**config.mk**
```make
export PLATFORM = sky130hd
export DESIGN_NAME = rx_comma_aligner
export DESIGN_NICKNAME = d
export VERILOG_FILES = /design/src/rtl/rx_comma_aligner.sv
export SDC_FILE = /design/constraint.sdc
export NUM_CORES = 1
export LEC_CHECK = 0
export CAP_MARGIN = 20
export CELL_PAD_IN_SITES_DETAIL_PLACEMENT = 0
export CELL_PAD_IN_SITES_GLOBAL_PLACEMENT = 2
export CORE_MARGIN = 2
export CORE_UTILIZATION = 34
export DETAILED_ROUTE_END_ITERATION = 10
export GPL_ROUTABILITY_DRIVEN = 0
export PLACE_DENSITY_LB_ADDON = 0.1
export SLEW_MARGIN = 20
export SYNTH_ARGS = -nofsm -noshare
export SYNTH_HDL_FRONTEND = slang
export SYNTH_SLANG_ARGS = --single-unit
```
**constraint.sdc**
```tcl
create_clock -name clkRx -period 2.95 [get_ports clkRx]
set_input_delay 0.59 -clock clkRx [delete_from_list [all_inputs] [get_ports clkRx]]
set_output_delay 0.59 -clock clkRx [all_outputs]
set_load 0.1 [all_outputs]
```
**src/rtl/rx_comma_aligner.sv**
```systemverilog
// rx_comma_aligner: serial-to-10b symbol aligner ahead of the 8b/10b decoder.
// Hunts for K28.5 in either disparity, locks after LOCK_COUNT phase-consistent
// commas, then emits framed symbols with a one-cycle valid strobe.
//
// Ports:
//   clkRx     in   receive clock, one serial bit per cycle
//   rst       in   synchronous active-high reset
//   enb       in   bit enable; 0 freezes all state (valid is forced low)
//   serialIn  in   recovered serial bit, bit 'a' of a symbol arrives first
//   dataOut10 out  framed symbol, MSB = 'a'
//   valid     out  one-cycle strobe, dataOut10 is new
//   isComma   out  qualifies valid: symbol is COMMA_N or COMMA_P
//   aligned   out  high while locked
module rx_comma_aligner #(
    parameter logic [9:0]  COMMA_N    = 10'b0011111010,
    parameter logic [9:0]  COMMA_P    = 10'b1100000101,
    parameter int unsigned LOCK_COUNT = 3,
    parameter int unsigned LOSS_COUNT = 2
) (
    input  logic       clkRx,
    input  logic       rst,
    input  logic       enb,
    input  logic       serialIn,
    output logic [9:0] dataOut10,
    output logic       valid,
    output logic       isComma,
    output logic       aligned
);

    localparam logic [3:0] LOCK_N = LOCK_COUNT[3:0];
    localparam logic [3:0] LOSS_N = LOSS_COUNT[3:0];

    typedef enum logic [1:0] {
        HUNT,
        CHECK,
        LOCKED
    } state_t;

    state_t     state_q;
    logic [9:0] sr_q;
    logic [3:0] ph_q;
    logic [3:0] cnt_q;
    logic [3:0] err_q;
    logic [9:0] data_q;
    logic       valid_q;
    logic       comma_q;
    logic       aligned_q;

    logic       match;
    logic       boundary;
    logic [3:0] ph_d;
    logic [3:0] cnt_d;
    logic [3:0] err_d;

    always_comb begin
        match    = (sr_q == COMMA_N) || (sr_q == COMMA_P);
        boundary = (ph_q == 4'd0);
        ph_d     = (ph_q == 4'd9) ? 4'd0 : ph_q + 4'd1;
        cnt_d    = cnt_q + 4'd1;
        err_d    = err_q + 4'd1;
    end

    always_ff @(posedge clkRx) begin
        if (rst) begin
            state_q   <= HUNT;
            sr_q      <= '0;
            ph_q      <= '0;
            cnt_q     <= '0;
            err_q     <= '0;
            data_q    <= '0;
            valid_q   <= 1'b0;
            comma_q   <= 1'b0;
            aligned_q <= 1'b0;
        end else if (enb) begin
            sr_q    <= {sr_q[8:0], serialIn};
            ph_q    <= ph_d;
            valid_q <= 1'b0;
            unique case (state_q)
                HUNT: begin
                    // Realign: this cycle acts as the boundary, so the
                    // next symbol completes 10 enabled cycles from now.
                    if (match) begin
                        ph_q    <= 4'd1;
                        cnt_q   <= 4'd1;
                        state_q <= CHECK;
                    end
                end
                CHECK: begin
                    if (match) begin
                        if (!boundary) begin
                            ph_q  <= 4'd1;
                            cnt_q <= 4'd1;
                        end else begin
                            cnt_q <= cnt_d;
                            if (cnt_d == LOCK_N) begin
                                state_q   <= LOCKED;
                                aligned_q <= 1'b1;
                                err_q     <= '0;
                            end
                        end
                    end
                end
                LOCKED: begin
                    if (boundary) begin
                        data_q  <= sr_q;
                        comma_q <= match;
                        valid_q <= 1'b1;
                    end
                    // A misaligned comma never moves the phase; only a
                    // run of them drops lock and restarts the hunt.
                    if (match) begin
                        if (boundary) begin
                            err_q <= '0;
                        end else if (err_d == LOSS_N) begin
                            state_q   <= HUNT;
                            aligned_q <= 1'b0;
                            cnt_q     <= '0;
                            err_q     <= '0;
                        end else begin
                            err_q <= err_d;
                        end
                    end
                end
                default: begin
                    state_q <= HUNT;
                end
            endcase
        end else begin
            valid_q <= 1'b0;
        end
    end

    assign dataOut10 = data_q;
    assign valid     = valid_q;
    assign isComma   = comma_q;
    assign aligned   = aligned_q;

endmodule

```
### Yosys cells after proc, flatten, opt, wreduce, memory -nomap -nowiden

Index checks and enable logic that the tools add are counted.

| cells by class | value |
|---|---|
| add/subtract/negate cells | 3 |
| $mul | 0 |
| div/mod/pow operators | 0 |
| $lt $le $gt $ge | 0 |
| equality and inequality tests | 14 |
| shifts and indexed selects | 0 |
| muxes and demuxes | 35 |
| bitwise operators | 2 |
| reduce and logical (&&, ||, !) cells | 11 |

Operators by type and width:

| kind | number |
|---|---|
| $mux 4 | 16 |
| $pmux 4 s2 | 2 |
| $reduce_and 8->1 | 2 |
| $mux 2 | 7 |
| $ne 2x2->1 const B | 7 |
| $add 4x1->4 const B | 3 |
| $pmux 4 s3 | 1 |
| $eq 10x10->1 const B | 1 |
| $eq 10x8->1 const B | 1 |
| $eq 4x2->1 const B | 2 |
| $mux 1 | 7 |
| $reduce_and 7->1 | 1 |
| $pmux 2 s3 | 1 |
| $reduce_and 6->1 | 1 |
| $eq 4x4->1 const B | 1 |
| $logic_not 4->1 | 1 |
| $reduce_and 3->1 | 1 |
| $reduce_bool 3->1 | 1 |
| $reduce_or 3->1 | 1 |
| $eq 2x1->1 const B | 1 |
| $eq 2x2->1 const B | 1 |
| $logic_not 2->1 | 1 |
| $not 1->1 | 2 |
| $pmux 1 s2 | 1 |
| 2 further kinds | 2 |

| word-level totals | value |
|---|---|
| bits in registers | 37 |
| latch bits | 0 |
| memory bits (writable) | 0 |
| bits in read-only memories | 0 |
| input bits | 4 |
| output and inout bits | 13 |
| logic and storage cells | 74 |
| memories | 0 |

### Depth between registers and ports, before layout

Gate-level depths: netlist of run 1.

| depth | value |
|---|---|
| depth in word-level cells | 6 |
| mapped depth | 8 |

### Worst setup path after synthesis of run 1

OpenSTA, ideal clock, no wires.

| timing path | value |
|---|---|
| path type | reg-to-reg |
| start | register ph_q[0] |
| end | register cnt_q[2] |
| data arrival time | 2.163 ns |
| required time | 2.880 ns |
| path slack | 0.717 ns |
| stages on the path, launching flop included | 9 |
| cell sequence | dfxtp_1 -> inv_1 -> ha_1 -> nor3b_2 -> or4b_4 -> o21ai_2 -> a2bb2oi_2 -> or4_1 -> a21oi_1 |

| between the ends | value |
|---|---|
| cells in the longest elaborated chain, start to end | 4 |
| elaborated cells between the ends (all ways) | 6 |
| those cells by class | eq/ne: 1; mux: 3; reduce/logical: 2 |

RTL lines:

| item | line | RTL |
|---|---|---|
| start, declared | 41 | `logic [3:0] ph_q;` |
| start signal, assigned | 76 | `ph_q <= ph_d;` |
| $logic_not 4->1 (*) | 57 | `boundary = (ph_q == 4'd0);` |
| $mux 4 | 90 | `if (!boundary) begin` |
| $mux 4 | 89 | `if (match) begin` |
| $pmux 4 s3 | 78 | `unique case (state_q)` |
| end signal, assigned | 94 | `cnt_q <= cnt_d;` |
| end, declared | 42 | `logic [3:0] cnt_q;` |

Mark *: on every way between the ends. The rest lies on a longest branch, timed or not. The select of a mux whose other input is x is not followed.
A chain may end at the register's enable or synchronous reset.

### Final worst setup path of run 1

Same ends and word-level chain as after synthesis.

==> results.json, run 1 <==
{
  "synth_area_um2": 1910,
  "cts_setup_buffers": 0,
  "synth_top_cell_area_share_pct": 38.7,
  "drc_errors": 0,
  "stdcell_count": 316,
  "r2r-start": "ph_q[0]",
  "seq_area_um2": 741,
  "numClockSinks": 37,
  "drive_gt1_share_pct": 13.1,
  "yosysTopAreaCell": "dfxtp_1",
  "reg2reg_depth": 8,
  "syn_to_final_growth_pct": 16.3,
  "synth_flop_cell": "dfxtp_1",
  "vias": 1665,
  "fmax_mhz": 399,
  "antenna_found_initial": 0,
  "worstMarginPinSlew_ns": 0.582,
  "relSlewSlack_pct": 60.7,
  "r2r_end": "cnt_q[2]",
  "ctsRootBufferMaster": "clkbuf_8",
  "rsz0062_at_grt": "false",
  "die_h_um": 79.0,
  "hold_viol": 0,
  "cts_inserted_buffers": 5,
  "viasPerCell": 5.27,
  "status": "finished clean",
  "leakagePower_nw": 0.842,
  "layout.nets": 258,
  "cts_hold_buf": 0,
  "synth-edff-count": 0,
  "yosysMostFrequentCell": "dfxtp_1",
  "whs_ns": 0.456,
  "cts.clk_slew.worst_paths_ns": 0.07,
  "grt_overflow_total": 0,
  "insertion_delay_ns": 0.29,
  "drtIter0Drc": 87,
  "fillers": 567,
  "cp_data_arrival_time_ns": 2.71,
  "core_region_area_um2": 5470,
  "drtPass1Iterations": 4,
  "reg2reg_slack_ns": 0.44,
  "gr-usage-all-layers_pct": 15.4,
  "diodes": 0,
  "first_global_vias": 1547,
  "peakVddDrop_mv": 0.284,
  "syn_avg_cell_area_um2": 8.39,
  "fp-row-count": 27,
  "skew_ns": 0.00897,
  "cts_resized": 0,
  "ctsLongestPathBuffers": 2,
  "synth_cell_types": 46,
  "min_to": "dataOut10[2]",
  "synth_seq_cells": 37,
  "die_w_um": 79.0,
  "cts_tree": "built",
  "total_power_mw": 1.01,
  "netlist_top_cells_area": "dfxtp_1, ha_1, mux2i_1",
  "final_antenna_net_count": 0,
  "hp-class": "flip-flop to flip-flop",
  "synthCells": 228,
  "critPathCaptureType": "flip-flop",
  "setup_viol": 0,
  "crit_path_cell_trace": "inv_1 > ha_1 > nor3b_2 > or4b_4 > o21ai_2 > a2bb2oi_2 > or4_1 > a21oi_1",
  "ys_warn_count": 0,
  "grt_start_max_net_pins": 41,
  "dpl.hpwl_um": 3310,
  "setup-tns-final_ns": 0,
  "grt_pass1_wl_um": 7510,
  "totalWireLength_um": 4500,
  "period_share_pct": 85.0,
  "cts_max_level": 2,
  "holdCritStartpoint": "dataOut10[2]",
  "multi_input_area_um2": 1100,
  "cp.required_ns": 3.15,
  "cp-start-kind": "flip-flop",
  "max-cap-violations": 0,
  "drv_slew": 0,
  "synth_common_cells": "dfxtp_1, nand2_1, a21oi_1",
  "whs_path_depth": 2,
  "initial_utilization_pct": 34.9,
  "max_stage_delay_ns": 0.55,
  "ys_seq_area_share_pct": 38.7,
  "die_area_um2": 6240,
  "port-buffer-count": 16,
  "io-pin-count": 17,
  "wl_per_cell_um": 14.2,
  "crit_fanout": 9,
  "worstSetupPathType": "flip-flop to flip-flop",
  "fin_crit_ns": 2.51,
  "place_inst": 308,
  "ys_async_sr_fraction_pct": 0,
  "power.density_nw_per_um2": 454,
  "cp_slowest_cell": "or4b_4",
  "synth_nets": 243
}
## critical path, delay by kind of cell (launching register included)
kind / cells / cell delay (ns)
AOI/OAI and AO/OA: 3 / 0.42
adders and majority gates: 1 / 0.20
buffers and inverters: 1 / 0.08
DFF: 1 / 0.43
and+or+nand+nor: 3 / 1.29
## stage by stage
step | instance area [um2] | worst slack, ns | utilization [%]
2_1_floorplan | 1910 | 0.717 | -
3_5_place_dp | 2110 | 0.498 | 38.5
6_report | 2220 | 0.444 | 40.6
5_1_grt | 2220 | 0.345 | 40.6
4_1_cts | 2220 | 0.472 | 40.6
3_3_place_gp | 2110 | 0.607 | 38.5
## cell usage in the layout, fill, tap and decap left out, types with 2 or more instances in the layout
cell type,instances
nand4_1,2
a211oi_1,5
nor4_1,2
o21ai_0,12
clkdlybuf4s50_1,3
nand3_1,12
o211ai_1,2
dfxtp_1,37
mux2i_1,12
and2_1,2
or4_1,2
and3_1,2
clkbuf_8,6
nand3b_1,2
ha_1,11
nor3_1,3
o2111ai_1,2
o2bb2ai_1,2
a21oi_1,23
buf_4,15
nand2b_1,6
inv_1,9
nor2_1,21
a21boi_0,2
nand2_1,25
## registers in the layout, indices dropped and copies added (netlist names)
name       count
aligned        1
valid          1
sr_q          10
dataOut10     10
cnt_q          4
ph_q           4
isComma        1
err_q          4
state_q        2
## area by class of cell
class                           count  area share [%]
Multi-Input combinational cell    172            49.5
Sequential cell                    37            33.3
Timing Repair Buffer               18            6.42
Tap cell                           72            4.05
Clock buffer                        7            3.88
Inverter                            9            1.52
Clock inverter                      1            1.35
## layer usage
| metal | vias to the layer above | wire (um) | GRT usage, % |
|---|---|---|---|
| li1 | 846 | - | - |
| met1 | 771 | 2180 | 20.1 |
| met2 | 39 | 2060 | 24.6 |
| met3 | 9 | 173 | 3.98 |
| met4 | 0 | 80 | 5.17 |
| met5 | - | 0 | 0 |
## report_power, final
part | leakage [nW] | switching [mW] | internal, mW
clock | 0.0585 | 0.175 | 0.276
combinational | 0.485 | 0.0306 | 0.0197
sequential | 0.299 | 0.00507 | 0.503
## logic make-up (layout without fill, tap and decap cells)
logic type,count (synthesis),in the layout,synth area share (%)
AOI/OAI and AO/OA,59,59,19.7
buffers and inverters,19,35,3.73
DFF,37,37,38.7
and+or+nand+nor,90,90,24.3
muxes,12,12,6.28
adders and majority gates,11,11,7.20
## how the worst max path moves through the flow
stage                 start  endpoint  slack, ns  cells after the start
floorplan           ph_q[0]  cnt_q[2]       0.72                      8
global placement    ph_q[0]  cnt_q[2]       0.61                      8
detailed placement  ph_q[0]  cnt_q[2]       0.50                      8
CTS                 ph_q[0]  cnt_q[2]       0.47                      8
global route        ph_q[0]  cnt_q[2]       0.35                      8
finish              ph_q[0]  cnt_q[2]       0.44                      8
No activity file was read; power rests on OpenSTA's default activity.
==> run 2, diff against run 1 <==
--- a/config.mk
+++ b/config.mk
@@ -9,7 +9,7 @@
 export CELL_PAD_IN_SITES_DETAIL_PLACEMENT = 0
 export CELL_PAD_IN_SITES_GLOBAL_PLACEMENT = 2
 export CORE_MARGIN = 2
-export CORE_UTILIZATION = 34
+export CORE_UTILIZATION = 31
 export DETAILED_ROUTE_END_ITERATION = 10
 export GPL_ROUTABILITY_DRIVEN = 0
 export PLACE_DENSITY_LB_ADDON = 0.1
==> constraint.sdc (replaced) <==
create_clock -name clkRx -period 2.02 [get_ports clkRx]
set_input_delay 0.404 -clock clkRx [delete_from_list [all_inputs] [get_ports clkRx]]
set_output_delay 0.404 -clock clkRx [all_outputs]
set_load 0.1 [all_outputs]
==> run 2 against run 1 <==
Effect of this change:
- the run now ends with setup timing left
- first-iteration DRC count decreased by 44%
- sequential power increased by 46%
- die area increased by 9.2%
==> results.json, run 2 (synthesized netlist as in run 1, its figures left out) <==
{
  "vias": 1770,
  "drc_errors": 0,
  "totalWireLength_um": 4960,
  "worstSetupPathType": "flip-flop to flip-flop",
  "crit_path_cell_trace": "inv_2 > ha_4 > nor3b_4 > or4b_4 > o21ai_4 > a2bb2oi_4 > or4_4 > a21oi_2",
  "whs_ns": 0.457,
  "failed_checks": "setup timing",
  "cts.clk_slew.worst_paths_ns": 0.08,
  "ctsRootBufferMaster": "clkbuf_8",
  "peakVddDrop_mv": 0.321,
  "core_region_area_um2": 5960,
  "die_h_um": 82.5,
  "initial_utilization_pct": 32.1,
  "cp_data_arrival_time_ns": 2.32,
  "place_inst": 345,
  "drtPass1Iterations": 4,
  "fmax_mhz": 478,
  "final.setup.worst_slack_ns": -0.0717,
  "die_area_um2": 6810,
  "drv_slew": 0,
  "layout.nets": 297,
  "drtIter0Drc": 49,
  "syn_to_final_growth_pct": 38.3,
  "place_ws_ns": -0.0756,
  "crit_fanout": 5,
  "most-common-layout-cells": "buf_4, dfxtp_1, nand2_1",
  "holdCritStartpoint": "dataOut10[4]",
  "cp.required_ns": 2.25,
  "max_stage_delay_ns": 0.54,
  "antenna_found_initial": 0,
  "place_area_um2": 2410,
  "wl_per_cell_um": 13.9,
  "die_w_um": 82.5,
  "critPathCaptureType": "flip-flop",
  "design_area_um2": 2640,
  "rsz0062_at_grt": "true",
  "worstSetupStartpoint": "ph_q[1]",
  "grt_overflow_total": 0,
  "power.density_nw_per_um2": 577,
  "max-cap-violations": 0,
  "cp-start-kind": "flip-flop",
  "period_share_pct": 104,
  "r2r-start": "ph_q[1]",
  "stdcell_count": 358,
  "first_global_vias": 1750,
  "reg2reg_slack_ns": -0.07,
  "worstMarginPinSlew_ns": 0.560,
  "hp-class": "flip-flop to flip-flop",
  "dpl.hpwl_um": 3640,
  "cts_tree": "built",
  "insertion_delay_ns": 0.29,
  "setup_viol": 4,
  "drive_gt1_share_pct": 31.8,
  "hold_viol": 0,
  "fp-row-count": 28,
  "leakagePower_nw": 1.06,
  "final_antenna_net_count": 0,
  "io-pin-count": 17,
  "viasPerCell": 4.94,
  "cp_slowest_cell": "or4_4",
  "crit_family": "simple AND/OR/NAND/NOR gates",
  "ctsLongestPathBuffers": 2,
  "port-buffer-count": 16,
  "numClockSinks": 37,
  "path_buf_inv": 1,
  "grt_start_max_net_pins": 23,
  "grt_pass1_wl_um": 8310,
  "status": "finished, violations left",
  "relSlewSlack_pct": 62.4,
  "layout_commonest_cell": "buf_4",
  "gr-usage-all-layers_pct": 16.1,
  "cts_max_level": 2,
  "fin_crit_ns": 2.09,
  "skew_ns": 0.0109,
  "cts_inserted_buffers": 5,
  "diodes": 0,
  "cts_hold_buf": 0
}
-- run 2: cell count changes in the layout (fill, tap and decap cells not counted), moves of 2 or more --
cell     delta
a21oi_2     +2
buf_4      +36
inv_1       -3
dfxtp_2     +4
o21ai_0     -3
o21ai_1     +2
ha_1        -3
inv_2       +3
a21oi_1     -2
dfxtp_1     -4
ha_4        +2
buf_6       +2
-- run 2: worst paths after layout --
path	end	cells after the start
max	cnt_q[1]	8
min	dataOut10[4]	2
max reg2reg	cnt_q[1]	8
min reg2reg	dataOut10[4]	2
-- run 2: power by group --
group / internal, mW / total (mW) / switching [mW]
clock: 0.403 / 0.673 / 0.270
sequential: 0.735 / 0.741 / 0.00528
combinational: 0.0567 / 0.112 / 0.0557
total: 1.19 / 1.53 / 0.331
-- run 2: tightest hold or removal path, cell delays in order (launching register included) --
cell	delay [ns]
dfxtp_1	0.31
nand2_1	0.05
a21oi_1	0.05
-- run 2: cell type report --
class                           instances  area [um2]
Fill cell                             632        3310
Multi-Input combinational cell        172        1200
Sequential cell                        37         746
Timing Repair Buffer                   57         455
Tap cell                               75        93.8
Clock buffer                            7        86.3
Inverter                                9        33.8
Clock inverter                          1        30.0
-- run 2: repair_timing --
action	CTS	global route
pin swaps	6	8
setup endpoints to repair	7	11
gates resized for setup	5	15
setup buffers	2	3
-- run 2: routing by layer --
layer  part of all wire, %  track usage [%]  wire, um  vias to the layer above
met5                     0                0         0                        -
met4                  0.54             4.92        27                        0
met3                   2.2             4.13       110                        2
met2                    48             26.9      2390                       13
met1                    49             20.4      2430                      834
li1                      -                -         -                      921
-- run 2: through the flow --
step | total power, mW | utilization [%] | setup TNS, ns
after floorplan | 0.815 | - | -0.0367
after global placement | 0.863 | 40.5 | -0.160
after detailed placement | 0.862 | 40.5 | -0.243
after CTS | 1.54 | 43.0 | -0.0928
after global routing | 1.60 | 44.4 | -0.688
final | 1.53 | 44.4 | -0.199
